`config.mk`:
```
export PLATFORM = sky130hd
export DESIGN_NAME = ex_mem_wb_regs
export DESIGN_NICKNAME = d
export VERILOG_FILES = /design/src/rtl/ex_mem_wb_regs.sv
export SDC_FILE = /design/constraint.sdc
export NUM_CORES = 1
export LEC_CHECK = 0
export BUFFER_PORTS_ARGS = -buffer_cell sky130_fd_sc_hd__buf_2
export CAP_MARGIN = 10
export CORE_MARGIN = 3
export CORE_UTILIZATION = 35
export DETAILED_ROUTE_END_ITERATION = 7
export MAX_ROUTING_LAYER = met4
export PLACE_DENSITY_LB_ADDON = 0.05
export REMOVE_ABC_BUFFERS = 1
export SLEW_MARGIN = 10
export SYNTH_ARGS = -nofsm -noshare
export SYNTH_HDL_FRONTEND = slang
export SYNTH_SLANG_ARGS = --single-unit
```
`constraint.sdc`:
```
create_clock -name clk -period 1.39 [get_ports clk]
set_input_delay 0.139 -clock clk [delete_from_list [all_inputs] [get_ports clk]]
set_output_delay 0.139 -clock clk [all_outputs]
set_load 0.01 [all_outputs]
```
`src/rtl/ex_mem_wb_regs.sv`:
```
// EX/MEM and MEM/WB pipeline registers with stall hold, bubble insertion,
// branch flush (including a flush deferred across a memory stall) and
// forwarding-friendly destination masking on the outputs.
module ex_mem_wb_regs #(
  parameter int unsigned DATA_W = 32,
  parameter int unsigned REG_W  = 5
) (
  input  logic              clk,
  input  logic              rst_n,
  input  logic              memStall,
  input  logic              flush,
  input  logic              EX_regWrite,
  input  logic              EX_memRead,
  input  logic              EX_memWrite,
  input  logic              EX_memToReg,
  input  logic [REG_W-1:0]  EX_rd,
  input  logic [REG_W-1:0]  EX_rt,
  input  logic [DATA_W-1:0] EX_aluResult,
  input  logic [DATA_W-1:0] EX_storeData,
  input  logic [DATA_W-1:0] MEM_readData,
  output logic              EX_MEM_regWrite,
  output logic              EX_MEM_memRead,
  output logic              EX_MEM_memWrite,
  output logic [REG_W-1:0]  EX_MEM_rd,
  output logic [DATA_W-1:0] EX_MEM_aluResult,
  output logic [DATA_W-1:0] EX_MEM_storeData,
  output logic              MEM_WB_regWrite,
  output logic [REG_W-1:0]  MEM_WB_rd,
  output logic [REG_W-1:0]  MEM_WB_rt,
  output logic [DATA_W-1:0] MEM_WB_writeData,
  output logic              MEM_WB_valid,
  output logic              flushPending
);

  typedef struct packed {
    logic              valid;
    logic              reg_write;
    logic              mem_read;
    logic              mem_write;
    logic              mem_to_reg;
    logic [REG_W-1:0]  rd;
    logic [REG_W-1:0]  rt;
    logic [DATA_W-1:0] alu_result;
    logic [DATA_W-1:0] store_data;
  } ex_mem_t;

  typedef struct packed {
    logic              valid;
    logic              reg_write;
    logic              mem_read;
    logic [REG_W-1:0]  rd;
    logic [REG_W-1:0]  rt;
    logic [DATA_W-1:0] write_data;
  } mem_wb_t;

  ex_mem_t ex_mem_q, ex_mem_d;
  mem_wb_t mem_wb_q, mem_wb_d;
  logic    pend_flush_q, pend_flush_d;
  logic    flush_apply;

  // Next-state: a stall freezes EX/MEM and drains a bubble into MEM/WB;
  // otherwise both stages advance, with EX/MEM squashed on a live or deferred flush.
  always_comb begin
    ex_mem_d     = ex_mem_q;
    mem_wb_d     = '0;
    pend_flush_d = pend_flush_q;
    flush_apply  = flush | pend_flush_q;

    if (memStall) begin
      pend_flush_d = pend_flush_q | flush;
    end else begin
      mem_wb_d.valid      = ex_mem_q.valid;
      mem_wb_d.reg_write  = ex_mem_q.reg_write;
      mem_wb_d.mem_read   = ex_mem_q.mem_read;
      mem_wb_d.rd         = ex_mem_q.rd;
      mem_wb_d.rt         = ex_mem_q.rt;
      mem_wb_d.write_data = ex_mem_q.mem_to_reg ? MEM_readData : ex_mem_q.alu_result;
      pend_flush_d        = 1'b0;
      if (flush_apply) begin
        ex_mem_d = '0;
      end else begin
        ex_mem_d.valid      = 1'b1;
        ex_mem_d.reg_write  = EX_regWrite;
        ex_mem_d.mem_read   = EX_memRead;
        ex_mem_d.mem_write  = EX_memWrite;
        ex_mem_d.mem_to_reg = EX_memToReg;
        ex_mem_d.rd         = EX_rd;
        ex_mem_d.rt         = EX_rt;
        ex_mem_d.alu_result = EX_aluResult;
        ex_mem_d.store_data = EX_storeData;
      end
    end
  end

  // Stage registers and deferred-flush flag.
  always_ff @(posedge clk or negedge rst_n) begin
    if (!rst_n) begin
      ex_mem_q     <= '0;
      mem_wb_q     <= '0;
      pend_flush_q <= 1'b0;
    end else begin
      ex_mem_q     <= ex_mem_d;
      mem_wb_q     <= mem_wb_d;
      pend_flush_q <= pend_flush_d;
    end
  end

  // Outputs straight from flops; loads hide rd so only the rt compare can hit in MEM/WB.
  assign EX_MEM_regWrite  = ex_mem_q.reg_write;
  assign EX_MEM_memRead   = ex_mem_q.mem_read;
  assign EX_MEM_memWrite  = ex_mem_q.mem_write;
  assign EX_MEM_rd        = ex_mem_q.mem_read ? '0 : ex_mem_q.rd;
  assign EX_MEM_aluResult = ex_mem_q.alu_result;
  assign EX_MEM_storeData = ex_mem_q.store_data;
  assign MEM_WB_regWrite  = mem_wb_q.reg_write;
  assign MEM_WB_rd        = mem_wb_q.mem_read ? '0 : mem_wb_q.rd;
  assign MEM_WB_rt        = mem_wb_q.mem_read ? mem_wb_q.rt : '0;
  assign MEM_WB_writeData = mem_wb_q.write_data;
  assign MEM_WB_valid     = mem_wb_q.valid;
  assign flushPending     = pend_flush_q;

endmodule

```
==> impl_metrics.py, run 1 <==
metrics = {
    "pwr": {
        "power_frac_clock": 0.460,
        "power.leakage_nw": 4.172,
        "powerDensity_nw_per_um2": 1213,
        "swShare": 0.2327,
        "seq_power_share": 0.401,
        "peakVddDrop_mv": 0.8001,
        "p_int_mw": 7.695,
        "comb_power_share": 0.140,
        "p_sw_mw": 2.334,
        "power.total_mw": 10.03,
    },
    "sta": {
        "finalCritPeriodShare": 0.9544,
        "finClkSkew_ns": 0.007727,
        "slew_viol_final": 0,
        "fin_hold_ws_ns": 0.04087,
        "fin_crit_ns": 1.327,
        "max_slew_margin": 0.6854,
        "fin_ws_ns": 0.06338,
        "finalHoldViolCount": 0,
        "tightest_slew_ns": 0.4718,
        "clock.fmax_mhz": 753.8,
        "setup_tns_ns": 0,
        "final-setup-viol-count": 0,
        "rsz0062_at_grt": "no",
    },
    "run": {
        "max-cap-violations": 0,
    },
    "route": {
        "via_per_inst": 4.218,
        "first_iter_violations": 153,
        "wirelength_mm": 14.51,
        "ant_nets": 0,
        "wl_per_cell_um": 13.72,
        "vias": 4463,
        "drc": 0,
        "dr.pass1.iters": 4,
    },
    "hold_path": {
        "hold_class": "primary input to flop",
    },
    "critical_path": {
        "end_kind": "primary output",
        "worstPathRequired_ns": 1.25,
        "crit_arrival_ns": 1.19,
        "crit_slowest_cell": "dfrtp_2",
        "critPathMaxFanout": 10,
        "start_kind": "flop",
        "critical_path_class": "flop to primary output",
        "crit_path_max_incr_delay_ns": 0.48,
        "crit_chain": "and2_1, buf_2",
    },
    "placed_design": {
        "routabilityCongestion": 0.7286,
        "io_buffers": 230,
        "dp_hpwl_mm": 9.696,
        "pre_cts_ws_ns": 0.1637,
        "place_inst": 915,
    },
    "floorplanning": {
        "rows": 46,
        "io_pins": 231,
        "coreArea_um2": 16230,
        "floorplan.initialDensity": 0.3643,
        "die_w_um": 136.0,
        "die_area_um2": 18490,
        "die_y_um": 136.0,
    },
    "global_route": {
        "first_global_vias": 4495,
        "grt_max_degree": 93,
        "grt_use_total": 0.1615,
        "overflow": 0,
        "grt_antenna_before_repair": 0,
        "grt_first_pass_wirelength_mm": 22.78,
    },
    "yosys": {
        "synth_cells": 586,
        "synth_top_area_frac": 0.5290,
        "yosys.area.top_type": "dfrtp_1",
        "syn_area_um2": 5913,
        "ys_seq_area_frac": 0.5290,
        "syn_avg_cell_area_um2": 10.09,
        "ys_seq_elements": 125,
        "ys_types": 15,
        "yosysWarnings": 0,
        "synth_top_cells_by_area": "dfrtp_1 53%, buf_4 13%, nand2b_1 8.3%, o21ai_1 6.7%, mux2i_1 5.4%",
    },
    "cells_and_area": {
        "fin_cells": 1058,
        "diodes": 0,
        "area_growth_pct": 39.86,
        "layout_common_cells": "228 x buf_2, 122 x dfrtp_1, 111 x dlygate4sd3_1",
        "nets": 943,
        "final_common_cell": "buf_2",
        "drive_above_1_share": 0.3266,
    },
    "clocking": {
        "clock_latency_ns": 0.41,
        "clk_pin_slew_ns": 0.05,
        "clockRootBuffer": "clkbuf_16",
        "cts_max_level": 4,
        "cts_setup_buffers": 0,
        "cts_buffer_depth": 2,
        "cts_tree": "done",
        "clock_sinks": 125,
        "cts_buffers": 17,
    },
    "status": {
        "status": "complete, no violations",
    },
}
## state kept, by name, summed over array words and instances (netlist names), 11 cells and up
signal,flops
MEM_WB_writeData,32
EX_MEM_storeData,32
mem_wb_q,11
ex_mem_q,12
EX_MEM_aluResult,32
## power by group through the flow
stage               Clock, mW  Combinational (mW)  Sequential, mW
CTS                      4.73                1.43            4.02
finish                   4.61                1.40            4.02
detailed placement          0                1.18            4.08
global placement            0                1.16            4.07
floorplan                   0               0.361            4.18
global route             4.89                1.55            4.05
## worst max-delay path, delay by kind of cell (launching register included)
| family | cells | cell delay [ns] |
|---|---|---|
| and+or+nand+nor | 1 | 0.17 |
| buffers and inverters | 1 | 0.13 |
| DFF | 1 | 0.48 |
## per-stage QoR
stage | area, µm² | utilization
floorplan | 4936 | -
global placement | 6544 | 0.4032
detailed placement | 6544 | 0.4032
CTS | 8269 | 0.5095
global route | 8270 | 0.5096
finish | 8270 | 0.5096
## area by class of cell
class | count | area, µm²
clock buffer | 25 | 475.5
clock inverter | 7 | 135.1
fill | 1548 | 7960
multi-input combinational | 330 | 1810
sequential | 125 | 3132
tap | 216 | 270.3
timing repair buffer | 355 | 2447
## cells by family (layout without fill, tap and decap cells)
family | after synthesis | in the layout | synth area share
multiplexers | 32 | 32 | 0.05417
AND/OR/NAND/NOR | 219 | 219 | 0.1847
AO/OA/AOI/OAI | 79 | 79 | 0.06686
buffers and inverters | 131 | 387 | 0.1653
flip-flops | 125 | 125 | 0.5290
## worst paths after layout
path / slack [ns] / depth (start not counted) / from / to
worst max-delay path: 0.06 / 2 / mem_wb_q[42] / MEM_WB_rt[0]
worst min-delay path: 0.04 / 3 / memStall / EX_MEM_storeData[30]
worst max register to register: 0.19 / 3 / flushPending / EX_MEM_storeData[24]
worst min register to register: 0.48 / 2 / ex_mem_q[64] / ex_mem_q[64]
max in group asynchronous: 0.55 / 3 / rst_n / EX_MEM_memRead
min in group asynchronous: 0.22 / 2 / rst_n / MEM_WB_writeData[1]
## repair_timing
action                                  in CTS  in global routing
resized for setup                            2                  1
gates cloned                                 0                  0
endpoints found under the setup margin       7                  2
hold endpoints to repair                   135                  0
hold buffers                               111                  0
## synthesized netlist by cell type (all sizes together)
cell,number
and2,6
nand2,79
nand2b,78
nor2,32
buf,122
mux2i,32
nor2b,23
or2,1
o21ai,79
clkbuf,9
dfrtp,125
## layer usage
metal  share of wire  GRT usage  up-vias
met5               0          -        -
met4           0.015    0.04759        0
met3           0.066    0.05440       15
met2            0.48     0.2613      150
met1            0.43     0.1927     2047
li1                -          -     2251
No activity file was read; power rests on OpenSTA's default activity.
==> inputs of run 2 (changes only) <==
Settings changed: ABC_AREA set to 1, GPL_ROUTABILITY_DRIVEN set to 1.
==> run 2 against run 1 <==
Clock skew shrank 0.00089 ns. Final cell count grew 5.2%. Worst hold slack gained 0.11 ns. Synthesized cell count grew 10%. Total power shrank 2.1%. Fmax grew 2.6%. Critical path type unchanged. Wire length grew 4.9%. Non-clock buffer count is the same. Sequential share of layout area grew 0.90 points.
==> impl_metrics.py, run 2 <==
metrics = {
    "critical_path": {
        "crit_family": "flip-flops",
        "crit_buf_inv": 1,
        "crit_path_max_incr_delay_ns": 0.48,
        "critical_path_class": "flop to primary output",
        "crit_slowest_cell": "dfrtp_1",
        "crit_arrival_ns": 1.15,
        "regToRegSetupSlack_ns": 0.33,
        "ff2ff_path_depth": 4,
        "rr_startpoint": "flushPending",
        "crit_chain": "nor2_1, buf_2",
        "r2r_end": "EX_MEM_aluResult[0]",
        "critPathMaxFanout": 8,
        "end_kind": "primary output",
        "worstPathRequired_ns": 1.25,
        "start_kind": "flop",
    },
    "yosys": {
        "synth_cells": 645,
        "ys_seq_elements": 125,
        "synth_edf_count": 0,
        "synth_ff_type": "dfrtp_1",
        "ys_top_cells_by_count": "162 x nand2_1, 125 x dfrtp_1, 104 x buf_4",
        "synth_top_area_frac": 0.5482,
        "yosysWarnings": 0,
        "synth_top_cells_by_area": "dfrtp_1 55%, buf_4 14%, nand2_1 11%, nand3_1 6.8%, nor2_1 5.8%",
        "syn_avg_cell_area_um2": 8.846,
        "syn_area_um2": 5705,
        "ys_types": 14,
        "yosys.area.top_type": "dfrtp_1",
        "ys_seq_area_frac": 0.5482,
        "yosysMostFrequentCell": "nand2_1",
        "asyncSetResetFlopFracSynth": 1.000,
    },
    "floorplanning": {
        "coreArea_um2": 15940,
        "io_pins": 231,
        "die_w_um": 133.7,
        "die_area_um2": 17870,
        "die_y_um": 133.7,
        "rows": 46,
        "floorplan.initialDensity": 0.3579,
    },
    "route": {
        "drc": 0,
        "first_iter_violations": 197,
        "dr.pass1.iters": 4,
        "via_per_inst": 4.388,
        "wl_per_cell_um": 13.68,
        "wirelength_mm": 15.23,
        "ant_nets": 0,
        "vias": 4884,
    },
    "sta": {
        "final-setup-viol-count": 0,
        "finalHoldViolCount": 0,
        "clock.fmax_mhz": 773.6,
        "finalCritPeriodShare": 0.9300,
        "tightest_slew_ns": 0.4726,
        "fin_crit_ns": 1.293,
        "finClkSkew_ns": 0.006836,
        "rsz0062_at_grt": "no",
        "max_slew_margin": 0.6849,
        "fin_ws_ns": 0.09727,
        "slew_viol_final": 0,
    },
    "pwr": {
        "peakVddDrop_mv": 0.7563,
        "p_sw_mw": 2.372,
        "power.leakage_nw": 4.582,
        "seq_power_share": 0.411,
        "comb_power_share": 0.140,
        "p_int_mw": 7.452,
        "powerDensity_nw_per_um2": 1217,
        "power_frac_clock": 0.449,
        "swShare": 0.2414,
    },
    "global_route": {
        "overflow": 0,
        "grt_first_pass_wirelength_mm": 25.04,
        "grt_antenna_before_repair": 0,
        "grt_max_degree": 92,
        "grt_use_total": 0.1808,
        "first_global_vias": 4994,
    },
    "cells_and_area": {
        "layout_common_cells": "229 x buf_2, 162 x nand2_1, 124 x dfrtp_1",
        "final_core_utilization": 0.5064,
        "nets": 1000,
        "area_growth_pct": 41.49,
        "drive_above_1_share": 0.3077,
        "diodes": 0,
        "fillers": 1551,
        "final_common_cell": "buf_2",
    },
    "placed_design": {
        "io_buffers": 230,
        "pre_cts_ws_ns": 0.3011,
        "routabilityCongestion": 0.7646,
        "dp_hpwl_mm": 9.912,
    },
    "clocking": {
        "cts_setup_buffers": 0,
        "clock_latency_ns": 0.41,
        "clockRootBuffer": "clkbuf_16",
        "clk_pin_slew_ns": 0.05,
        "clock_sinks": 125,
        "cts_buffer_depth": 2,
        "cts_tree": "done",
        "cts_max_level": 4,
        "cts_buffers": 17,
    },
    "status": {
        "status": "complete, no violations",
    },
    "run": {
        "max-cap-violations": 0,
    },
    "hold_path": {
        "hold_class": "primary input to asynchronous set/reset pin",
    },
}
-- run 2: how the worst max path moves through the flow --
stage                         startpoint              endpoint  cells after the start
after floorplan             ex_mem_q[74]  MEM_WB_writeData[28]                      3
after global placement          memStall   EX_MEM_aluResult[1]                      5
after detailed placement        memStall  EX_MEM_storeData[21]                      5
after CTS                 EX_MEM_memRead          EX_MEM_rd[4]                      2
after global routing      EX_MEM_memRead          EX_MEM_rd[2]                      2
final                     EX_MEM_memRead          EX_MEM_rd[0]                      2
-- run 2: repair_timing --
action	CTS	global route
setup endpoints to repair	3	0
hold buffers	111	0
resized for setup	1	0
hold endpoints to repair	235	0
-- run 2: final cells by class --
cell class,instances,area [µm²],share of cell area
Sequential cell,125,3129,0.3876
Timing Repair Buffer,355,2470,0.3060
Multi-Input combinational cell,362,1514,0.1875
Clock buffer,24,511.7,0.06339
Tap cell,216,270.3,0.03348
Inverter,25,95.09,0.01178
Clock inverter,6,82.58,0.01023
-- run 2: through the flow --
| step | cells | hold WS, ns | setup TNS [ns] | cell area (µm²) | power, mW |
|---|---|---|---|---|---|
| final | 1113 | 0.1539 | 0 | 8073 | 9.824 |
| after global routing | 1113 | 0.1704 | 0 | 8073 | 10.30 |
| after CTS | 1113 | 0.1425 | 0 | 8073 | 9.987 |
| after detailed placement | 972 | 0.03742 | 0 | 6366 | 5.252 |
| after global placement | 972 | 0.04083 | 0 | 6366 | 5.238 |
| after floorplan | 512 | -0.1566 | -3.306 | 4736 | 4.516 |
-- run 2: layer usage --
layer | vias up | wire length, µm | global-route usage
li1 | 2391 | - | -
met3 | 20 | 929 | 0.04796
met1 | 2301 | 6519 | 0.2182
met2 | 172 | 7545 | 0.2971
met5 | - | 0 | -
met4 | 0 | 235 | 0.05829
-- run 2: power by group through the flow --
stage	clock network (mW)	logic [mW]	registers, mW
global route	4.70	1.54	4.06
CTS	4.55	1.40	4.04
floorplan	0	0.322	4.19
detailed placement	0	1.16	4.09
finish	4.41	1.38	4.03
global placement	0	1.15	4.09
-- run 2: cells by family (layout without fill, tap and decap cells) --
kind of cell	after synthesis	count (layout)	share of synthesized area
buffers and inverters	158	410	0.1864
DFF	125	125	0.5482
and+or+nand+nor	329	329	0.2364
AOI/OAI and AO/OA	33	33	0.02895
==> inputs of run 3 (changes only) <==
Clock period 1.39 ns to 1.2 ns, I/O delays scaled along.
==> run 3 against run 2 <==
The run now ends with setup timing left. Critical path type unchanged. Final area rose by 1.7%. Sequential share of layout area is 0.62 points lower. Worst hold slack better by 0.022 ns. Clock power grew 17%. Global-route usage rose by 0.26 points. Flip-flop and latch count unchanged. Critical path depth rose by 1. Combinational power grew 20%. Non-clock buffer count is 6 higher. Sequential power rose by 16%. Count of clock-buffer cells in the layout shrank 1. First-iteration DRC count increased by 6.1%.
==> impl_metrics.py, run 3 (synthesis results as in run 2) <==
metrics = {
    "status": {
        "status": "finished with violations",
        "failed_checks": "setup timing",
    },
    "cells_and_area": {
        "nets": 1006,
        "area_growth_pct": 43.90,
        "layout_common_cells": "224 x buf_2, 157 x nand2_1, 122 x dfrtp_1",
        "drive_above_1_share": 0.3278,
        "final_common_cell": "buf_2",
        "fin_cells": 1119,
        "diodes": 0,
    },
    "sta": {
        "finalCritPeriodShare": 1.067,
        "clock.fmax_mhz": 781.4,
        "fin_ws_ns": -0.07980,
        "fin_crit_ns": 1.280,
        "finClkSkew_ns": 0.006466,
        "final-setup-viol-count": 11,
        "rsz0062_at_grt": "yes",
        "slew_viol_final": 0,
        "tightest_slew_ns": 0.4303,
        "finalHoldViolCount": 0,
        "max_slew_margin": 0.7131,
    },
    "global_route": {
        "overflow": 0,
        "grt_antenna_before_repair": 0,
        "grt_use_total": 0.1835,
        "grt_first_pass_wirelength_mm": 25.43,
        "grt_max_degree": 92,
        "first_global_vias": 4903,
    },
    "clocking": {
        "clock_sinks": 125,
        "clock_latency_ns": 0.41,
        "cts_buffer_depth": 2,
        "cts_max_level": 4,
        "cts_tree": "done",
        "cts_buffers": 17,
        "clockRootBuffer": "clkbuf_16",
        "clk_pin_slew_ns": 0.05,
    },
    "pwr": {
        "powerDensity_nw_per_um2": 1397,
        "power.total_mw": 11.47,
        "peakVddDrop_mv": 0.8616,
        "power.leakage_nw": 4.602,
    },
    "run": {
        "max-cap-violations": 0,
    },
    "critical_path": {
        "r2r_end": "EX_MEM_aluResult[5]",
        "ff2ff_path_depth": 4,
        "end_kind": "primary output",
        "rr_startpoint": "flushPending",
        "critical_path_class": "flop to primary output",
        "worstPathRequired_ns": 1.08,
        "crit_start": "mem_wb_q[42]",
        "crit_arrival_ns": 1.16,
        "start_kind": "flop",
        "regToRegSetupSlack_ns": 0.13,
        "critPathMaxFanout": 5,
    },
    "route": {
        "via_per_inst": 4.358,
        "dr.pass1.iters": 4,
        "ant_nets": 0,
        "first_iter_violations": 209,
        "drc": 0,
        "vias": 4877,
        "wl_per_cell_um": 13.75,
        "wirelength_mm": 15.39,
    },
    "floorplanning": {
        "die_area_um2": 17870,
        "rows": 46,
        "die_y_um": 133.7,
        "coreArea_um2": 15940,
        "floorplan.initialDensity": 0.3579,
        "io_pins": 231,
        "die_w_um": 133.7,
    },
    "placed_design": {
        "io_buffers": 230,
        "dp_hpwl_mm": 10.12,
        "routabilityCongestion": 0.7481,
        "place_inst": 975,
    },
    "hold_path": {
        "hold_class": "primary input to asynchronous set/reset pin",
    },
}
run 3: routing by layer:
metal,vias up,part of all wire,track usage
met5,-,0,-
met4,0,0.014,0.05086
met2,163,0.48,0.2872
li1,2401,-,-
met1,2295,0.44,0.2296
met3,18,0.064,0.06042
run 3: how the worst max path moves through the flow:
stage	endpoint	slack, ns
6_report	MEM_WB_rd[4]	-0.08
5_1_grt	MEM_WB_rd[4]	-0.15
3_5_place_dp	EX_MEM_storeData[3]	0.13
3_3_place_gp	EX_MEM_storeData[0]	0.17
2_1_floorplan	MEM_WB_writeData[28]	-0.29
4_1_cts	MEM_WB_rt[1]	-0.11
run 3: repair_timing:
action,CTS,global route
setup endpoints to repair,16,16
setup buffers,1,2
hold buffers,111,0
resized for setup,2,25
gates cloned,0,0
pin swaps,5,5
hold endpoints to repair,222,0
run 3: report_power, final:
part / internal [mW] / total [mW] / switching, mW
logic: 0.797 / 1.65 / 0.850
clock network: 3.40 / 5.16 / 1.76
registers: 4.51 / 4.67 / 0.156
total: 8.71 / 11.5 / 2.77
run 3: worst max-delay path, cell delays in order, from the launching register on:
cell and delay [ns]:
dfrtp_2 0.41, buf_6 0.14, nor2_2 0.07, buf_2 0.13
run 3: metrics by stage:
step	TNS (ns)	util	setup WS [ns]	area [µm²]	hold WS, ns
after floorplan	-15.41	-	-0.2938	4736	-0.1756
after global placement	0	0.4023	0.1674	6414	0.07295
after detailed placement	0	0.4023	0.1262	6414	0.07226
after CTS	-1.019	0.5097	-0.1051	8125	0.1767
after global routing	-1.628	0.5150	-0.1522	8210	0.1992
final	-0.7128	0.5150	-0.07980	8210	0.1764
run 3: layout make-up:
type | count | area [µm²]
Fill cell | 1529 | 7732
Timing Repair Buffer | 361 | 2579
Tap cell | 216 | 270.3
Multi-Input combinational cell | 362 | 1544
Clock inverter | 7 | 112.6
Sequential cell | 125 | 3132
Inverter | 25 | 95.09
Clock buffer | 23 | 478.0
